File: src/rtl/ak4619_tdm_if.sv
// Pin-level and parallel-sample bundle between the AK4619 TDM engine and its neighbours.
// master = the TDM engine; slave = the codec/calibrator side.
interface ak4619_tdm_if #(
    parameter int SAMPLE_W = 16
);
    logic                bick;
    logic                lrck;
    logic                sdout1;
    logic                sdin1;
    logic                sample_clk;
    logic [SAMPLE_W-1:0] dac0;
    logic [SAMPLE_W-1:0] dac1;
    logic [SAMPLE_W-1:0] dac2;
    logic [SAMPLE_W-1:0] dac3;
    logic [SAMPLE_W-1:0] adc0;
    logic [SAMPLE_W-1:0] adc1;
    logic [SAMPLE_W-1:0] adc2;
    logic [SAMPLE_W-1:0] adc3;

    modport master (
        output bick, lrck, sdout1, sample_clk, adc0, adc1, adc2, adc3,
        input  sdin1, dac0, dac1, dac2, dac3
    );

    modport slave (
        input  bick, lrck, sdout1, sample_clk, adc0, adc1, adc2, adc3,
        output sdin1, dac0, dac1, dac2, dac3
    );
endinterface

File: src/rtl/ak4619_tdm.sv
// TDM128 link to the AK4619: generates BICK/LRCK, shifts 4 DAC slots out on SDOUT1, captures 4 ADC slots from SDIN1.
// DAC words latched at a frame wrap go out in the next frame; ADC words appear on adcN at the wrap ending their frame.
module ak4619_tdm #(
    parameter int BCK_DIV  = 2,
    parameter int SAMPLE_W = 16
) (
    input  logic         clk,
    input  logic         rst_n,
    ak4619_tdm_if.master bus
);
    localparam int            PW      = $clog2(BCK_DIV);
    localparam logic [PW-1:0] PH_LAST = PW'(BCK_DIV - 1);
    localparam logic [PW-1:0] PH_HALF = PW'(BCK_DIV / 2);
    localparam logic [5:0]    SW_LAST = 6'(SAMPLE_W - 1);

    logic [PW-1:0]             phase;
    logic [PW-1:0]             phase_nxt;
    logic [6:0]                bit_cnt;
    logic [6:0]                bit_nxt;
    logic                      ph_wrap;
    logic                      frame_wrap;
    logic                      rx_edge;
    logic                      rx_take;
    logic                      rx_last;
    logic                      tx_bit;
    logic [SAMPLE_W-1:0]       tx_word;
    logic [SAMPLE_W-1:0]       tx_shift;
    logic [SAMPLE_W-1:0]       rx_word;
    logic [SAMPLE_W-1:0]       rxsh;
    logic [3:0][SAMPLE_W-1:0]  dac_arr;
    logic [3:0][SAMPLE_W-1:0]  txhold;
    logic [3:0][SAMPLE_W-1:0]  rxhold;
    logic [3:0][SAMPLE_W-1:0]  adc_q;
    logic                      bick_q;
    logic                      lrck_q;
    logic                      sdout_q;

    assign dac_arr = {bus.dac3, bus.dac2, bus.dac1, bus.dac0};

    always_comb begin
        ph_wrap    = (phase == PH_LAST);
        phase_nxt  = ph_wrap ? '0 : phase + 1'b1;
        bit_nxt    = ph_wrap ? bit_cnt + 7'd1 : bit_cnt;
        frame_wrap = ph_wrap && (bit_cnt == 7'd127);
        rx_edge    = (phase_nxt == PH_HALF);
        rx_take    = ({1'b0, bit_cnt[4:0]} <= SW_LAST);
        rx_last    = ({1'b0, bit_cnt[4:0]} == SW_LAST);
        rx_word    = {rxsh[SAMPLE_W-2:0], bus.sdin1};
        // Bit 0 of a new frame must already come from the DAC word latched on this same edge.
        tx_word    = frame_wrap ? dac_arr[0] : txhold[bit_nxt[6:5]];
        // Shifting past the word leaves zeros in the MSB, which pads the slot tail.
        tx_shift   = tx_word << bit_nxt[4:0];
        tx_bit     = tx_shift[SAMPLE_W-1];
    end

    always_ff @(posedge clk or negedge rst_n) begin
        if (!rst_n) begin
            phase   <= '0;
            bit_cnt <= '0;
            bick_q  <= 1'b0;
            lrck_q  <= 1'b0;
            sdout_q <= 1'b0;
            rxsh    <= '0;
            rxhold  <= '0;
            txhold  <= '0;
            adc_q   <= '0;
        end else begin
            phase   <= phase_nxt;
            bit_cnt <= bit_nxt;
            bick_q  <= (phase_nxt >= PH_HALF);
            lrck_q  <= ~bit_nxt[6];
            if (ph_wrap) begin
                sdout_q <= tx_bit;
            end
            if (rx_edge && rx_take) begin
                rxsh <= rx_word;
                if (rx_last) begin
                    rxhold[bit_cnt[6:5]] <= rx_word;
                end
            end
            if (frame_wrap) begin
                adc_q  <= rxhold;
                txhold <= dac_arr;
            end
        end
    end

    assign bus.bick       = bick_q;
    assign bus.lrck       = lrck_q;
    assign bus.sample_clk = lrck_q;
    assign bus.sdout1     = sdout_q;
    assign bus.adc0       = adc_q[0];
    assign bus.adc1       = adc_q[1];
    assign bus.adc2       = adc_q[2];
    assign bus.adc3       = adc_q[3];
endmodule

File: src/flat_wrapper.sv
// flat-port wrapper written by rule: the top's interface ports become plain ports
module ak4619_tdm_flat 
#(
    parameter int BCK_DIV  = 2,
    parameter int SAMPLE_W = 16
)
  (clk, rst_n, bus_bick, bus_lrck, bus_sdout1, bus_sample_clk, bus_adc0, bus_adc1, bus_adc2, bus_adc3, bus_sdin1, bus_dac0, bus_dac1, bus_dac2, bus_dac3);
  ak4619_tdm_if #(.SAMPLE_W(SAMPLE_W)) bus_i ();
  input  logic clk;
  input  logic rst_n;
  output wire logic [$bits(bus_i.bick)-1:0] bus_bick;
  output wire logic [$bits(bus_i.lrck)-1:0] bus_lrck;
  output wire logic [$bits(bus_i.sdout1)-1:0] bus_sdout1;
  output wire logic [$bits(bus_i.sample_clk)-1:0] bus_sample_clk;
  output wire logic [$bits(bus_i.adc0)-1:0] bus_adc0;
  output wire logic [$bits(bus_i.adc1)-1:0] bus_adc1;
  output wire logic [$bits(bus_i.adc2)-1:0] bus_adc2;
  output wire logic [$bits(bus_i.adc3)-1:0] bus_adc3;
  input wire logic [$bits(bus_i.sdin1)-1:0] bus_sdin1;
  input wire logic [$bits(bus_i.dac0)-1:0] bus_dac0;
  input wire logic [$bits(bus_i.dac1)-1:0] bus_dac1;
  input wire logic [$bits(bus_i.dac2)-1:0] bus_dac2;
  input wire logic [$bits(bus_i.dac3)-1:0] bus_dac3;
  assign bus_bick = bus_i.bick;
  assign bus_lrck = bus_i.lrck;
  assign bus_sdout1 = bus_i.sdout1;
  assign bus_sample_clk = bus_i.sample_clk;
  assign bus_adc0 = bus_i.adc0;
  assign bus_adc1 = bus_i.adc1;
  assign bus_adc2 = bus_i.adc2;
  assign bus_adc3 = bus_i.adc3;
  assign bus_i.sdin1 = bus_sdin1;
  assign bus_i.dac0 = bus_dac0;
  assign bus_i.dac1 = bus_dac1;
  assign bus_i.dac2 = bus_dac2;
  assign bus_i.dac3 = bus_dac3;
  ak4619_tdm #(.BCK_DIV(BCK_DIV), .SAMPLE_W(SAMPLE_W)) u_core (.clk(clk), .rst_n(rst_n), .bus(bus_i));
endmodule
File: config.mk
export PLATFORM = sky130hd
export DESIGN_NAME = ak4619_tdm_flat
export DESIGN_NICKNAME = d
export VERILOG_FILES = /design/src/rtl/ak4619_tdm_if.sv /design/src/rtl/ak4619_tdm.sv /design/src/flat_wrapper.sv
export SDC_FILE = /design/constraint.sdc
export NUM_CORES = 1
export LEC_CHECK = 0
export BUFFER_PORTS_ARGS = -buffer_cell sky130_fd_sc_hd__buf_2
export CAP_MARGIN = 20
export CORE_MARGIN = 8
export CORE_UTILIZATION = 54
export CTS_BUF_LIST = sky130_fd_sc_hd__clkbuf_2
export CTS_CLUSTER_DIAMETER = 80
export DETAILED_ROUTE_END_ITERATION = 10
export HOLD_SLACK_MARGIN = 0.08
export PLACE_DENSITY = 0.76
export SLEW_MARGIN = 20
export SYNTH_ARGS = -nofsm -noshare
export SYNTH_HDL_FRONTEND = slang
export SYNTH_SLANG_ARGS = --single-unit
export TNS_END_PERCENT = 30
File: constraint.sdc
create_clock -name clk -period 2.8 [get_ports clk]
set_clock_uncertainty 0.2 [all_clocks]
set_input_delay 0.56 -clock clk [delete_from_list [all_inputs] [get_ports clk]]
set_output_delay 0.56 -clock clk [all_outputs]
set_load 0.01 [all_outputs]
==> flow_summary.yaml <==
run_status:
  status: "finished, final reports clean"
synth:
  synth_most_common_cell: "nand2_1"
  netlist_top_cells_area: "dfrtp_1, nand2_1, mux2_2"
  synthArstFlopShare_pct: 100
  yosysWarnings: 0
  synth-adder-area-share_pct: 0.267
  ys_seq_area_share_pct: 58.0
  synth_edf_count: 0
  yosys.area.top_type_share_pct: 58.0
  synthesis.nets: 1000
  synth_xor_area_share_pct: 0.281
  synth_top_family_by_area: "simple AND/OR/NAND/NOR gates"
  synth-compound-area-share_pct: 6.83
  synth_ff_type: "dfrtp_1"
  synth_top_area_cell: "dfrtp_1"
  synth-simple-area-share_pct: 19.5
  ys_ff_latch: 217
  synth_cells: 931
  synthTopCellsByCount: "nand2_1, dfrtp_1, mux2_2"
  muxShareOfSynthArea_pct: 11.8
  syn_area_um2: 9360
  synthDistinctLibCells: 56
  syn_avg_cell_area_um2: 10.1
pwr:
  vdd_ir_drop_max_mv: 0.330
  p_leak_nw: 6.14
  p_per_area_nw_per_um2: 459
detailed_routing:
  viasPerCell: 5.40
  route.detailed.drc: 0
  wl_um: 25700
  dr.pass1.iters: 7
  ant_nets: 0
  num_vias: 7896
  wire_per_inst_um: 17.6
  drtIter0Drc: 497
floorplanning:
  dieWidth_um: 148
  rows: 48
  placeableCoreArea_um2: 17100
  die_h_um: 148
  dieArea_um2: 21800
  start_util_pct: 54.7
  ios: 135
setup_path:
  required_ns: 3.29
  criticalPathCategory: "flip-flop to flip-flop"
  startpoint_type: "flip-flop"
  cp-end-kind: "flip-flop"
  crit_arrival_ns: 3.17
  crit_fanout: 8
global_routing:
  grt_pass1_vias: 8181
  grt_overflow: 0
  grt_max_degree: 113
  grt_pass1_wl_um: 42000
  antenna_found_initial: 1
  grt_usage_pct: 23.9
flow_run:
  maxCapViolCount: 0
final_layout:
  stdcell_area_um2: 11900
  syn2layout_area_growth_pct: 26.8
  fill_cells: 1327
  drive_gt1_share_pct: 31.1
  regArea_um2: 5430
  multiInputGateArea_um2: 3710
  layout.nets: 1266
sta:
  relSlewSlack_pct: 66.1
  fin_crit_ns: 2.68
  max_slew.worst_pin.slew_ns: 0.508
  fin_crit_sh_pct: 95.8
  maxSlewViolCount: 0
  finalWorstSetupSlack_ns: 0.119
  finalSetupViolCount: 0
  timing_hold_violations_final: 0
  fmax_mhz: 373
cts:
  clockBufferDepth: 3
  numCtsBuffers: 54
  h-tree-depth: 2
  cts_tree: "built"
  clk_latency_ns: 0.86
  root_buffer: "clkbuf_2"
  path_clk_slew_ns: 0.10
  cts.sinks: 217
placed_design:
  place_ws_ns: -0.0226
  port_buffers: 134
  gp_congestion: 0.922
  dpl_cell_area_um2: 10600
  dpl.hpwl_um: 16900
hold_path:
  hold_class: "flip-flop to flip-flop"
critical path, stage by stage, from the launching register on:
cell       delay [ns]
dfrtp_1          0.42
buf_4            0.17
and3_2           0.24
nand3_4          0.11
and2_4           0.20
inv_8            0.06
mux2_4           0.29
a22oi_1          0.18
a21oi_1          0.11
a2111oi_2        0.42
a211oi_2         0.12
stage by stage:
step | util (%) | instances | setup TNS, ns | hold WS (ns) | power [W]
after floorplan | - | 931 | 0 | 0.0644 | 0.00325
after CTS | 68.9 | 1460 | 0 | 0.184 | 0.00551
after detailed placement | 62.0 | 1296 | -0.0226 | 0.250 | 0.00340
after global placement | 62.0 | 1296 | -0.00835 | 0.243 | 0.00339
after global routing | 69.3 | 1462 | -0.00158 | 0.206 | 0.00570
final | 69.3 | 1462 | 0 | 0.239 | 0.00544
layer usage:
| metal | part of all wire, % | global-route usage, % | vias to the layer above | wire length [um] |
|---|---|---|---|---|
| met4 | 2.6 | 9.28 | 0 | 655 |
| met5 | 0 | 0 | - | 0 |
| met2 | 48 | 38.1 | 294 | 12300 |
| met1 | 43 | 31.0 | 3872 | 10900 |
| li1 | - | - | 3664 | - |
| met3 | 6.7 | 6.08 | 66 | 1710 |
kinds of logic after synthesis:
family	Yosys count
XOR/XNOR	3
multiplexers	99
AND/OR/NAND/NOR	457
buffers and inverters	65
AO/OA/AOI/OAI	88
adder cells (fa/ha/maj)	2
flip-flops	217
worst paths after layout:
path / slack (ns) / cells after the start / start / end
setup / recovery: 0.12 / 10 / u_core.bit_cnt[1] / u_core.bus.sdout1
setup reg to reg: 0.12 / 10 / u_core.bit_cnt[1] / u_core.bus.sdout1
min in group asynchronous: 0.67 / 4 / rst_n / u_core.bus.adc2[9]
max in group asynchronous: 1.42 / 4 / rst_n / u_core.bit_cnt[0]
hold / removal: 0.24 / 2 / u_core.rxhold[53] / u_core.bus.adc3[5]
hold reg to reg: 0.24 / 2 / u_core.rxhold[53] / u_core.bus.adc3[5]
repair_timing:
item | in CTS | in global routing
gates cloned | 1 | 0
endpoints found under the setup margin | 1 | 15
setup buffers | 0 | 1
pin swaps | 2 | 2
hold endpoints to repair | 286 | 0
hold buffers | 68 | 0
resized for setup | 2 | 17
sequential cells by signal, indices dropped and copies added (netlist names):
signal	flops
u_core.bit_cnt	7
u_core.txhold	64
u_core.rxhold	64
u_core.bus.adc1	16
u_core.bus.lrck	1
u_core.bus.adc2	16
u_core.rxsh	15
u_core.bus.bick	1
u_core.bus.adc0	16
u_core.bus.adc3	16
u_core.bus.sdout1	1
where the power goes:
group	leakage [nW]	internal [W]	total, W	switching [W]
sequential	2.60	0.00315	0.00318	0.0000278
combinational	3.18	0.000127	0.000232	0.000105
clock	0.356	0.000744	0.00203	0.00128
cell usage in the layout, fill, tap and decap left out, types with 4 or more instances in the layout:
| master | Yosys | layout |
|---|---|---|
| nand2_1 | 406 | 405 |
| nand3_1 | 11 | 10 |
| a311oi_1 | 4 | 4 |
| nor3_1 | 5 | 5 |
| a21oi_1 | 19 | 19 |
| buf_12 | 1 | 7 |
| dfrtp_1 | 217 | 214 |
| o32ai_1 | 5 | 5 |
| buf_4 | 5 | 52 |
| buf_2 | 10 | 133 |
| mux2i_1 | 12 | 12 |
| and3_1 | 9 | 8 |
| o211ai_1 | 9 | 9 |
| mux2_2 | 84 | 84 |
| nor2_1 | 13 | 13 |
| clkinv_1 | 1 | 15 |
| inv_1 | 9 | 9 |
| a22oi_1 | 4 | 4 |
| dlygate4sd3_1 | 0 | 67 |
| o21ai_0 | 12 | 12 |
| clkbuf_2 | 0 | 75 |
| nand3_4 | 1 | 4 |
| o221ai_1 | 6 | 6 |
cell type report:
class                   count  area share [%]
flip-flops and latches    217            45.8
clock buffers              75            3.16
clock inverters            20           0.801
repair buffers            262            16.2
well taps                 225            2.37
diodes                      1          0.0211
multi-input cells         650            31.2
inverters                  12           0.443
Power figures use the tool's default switching activity.
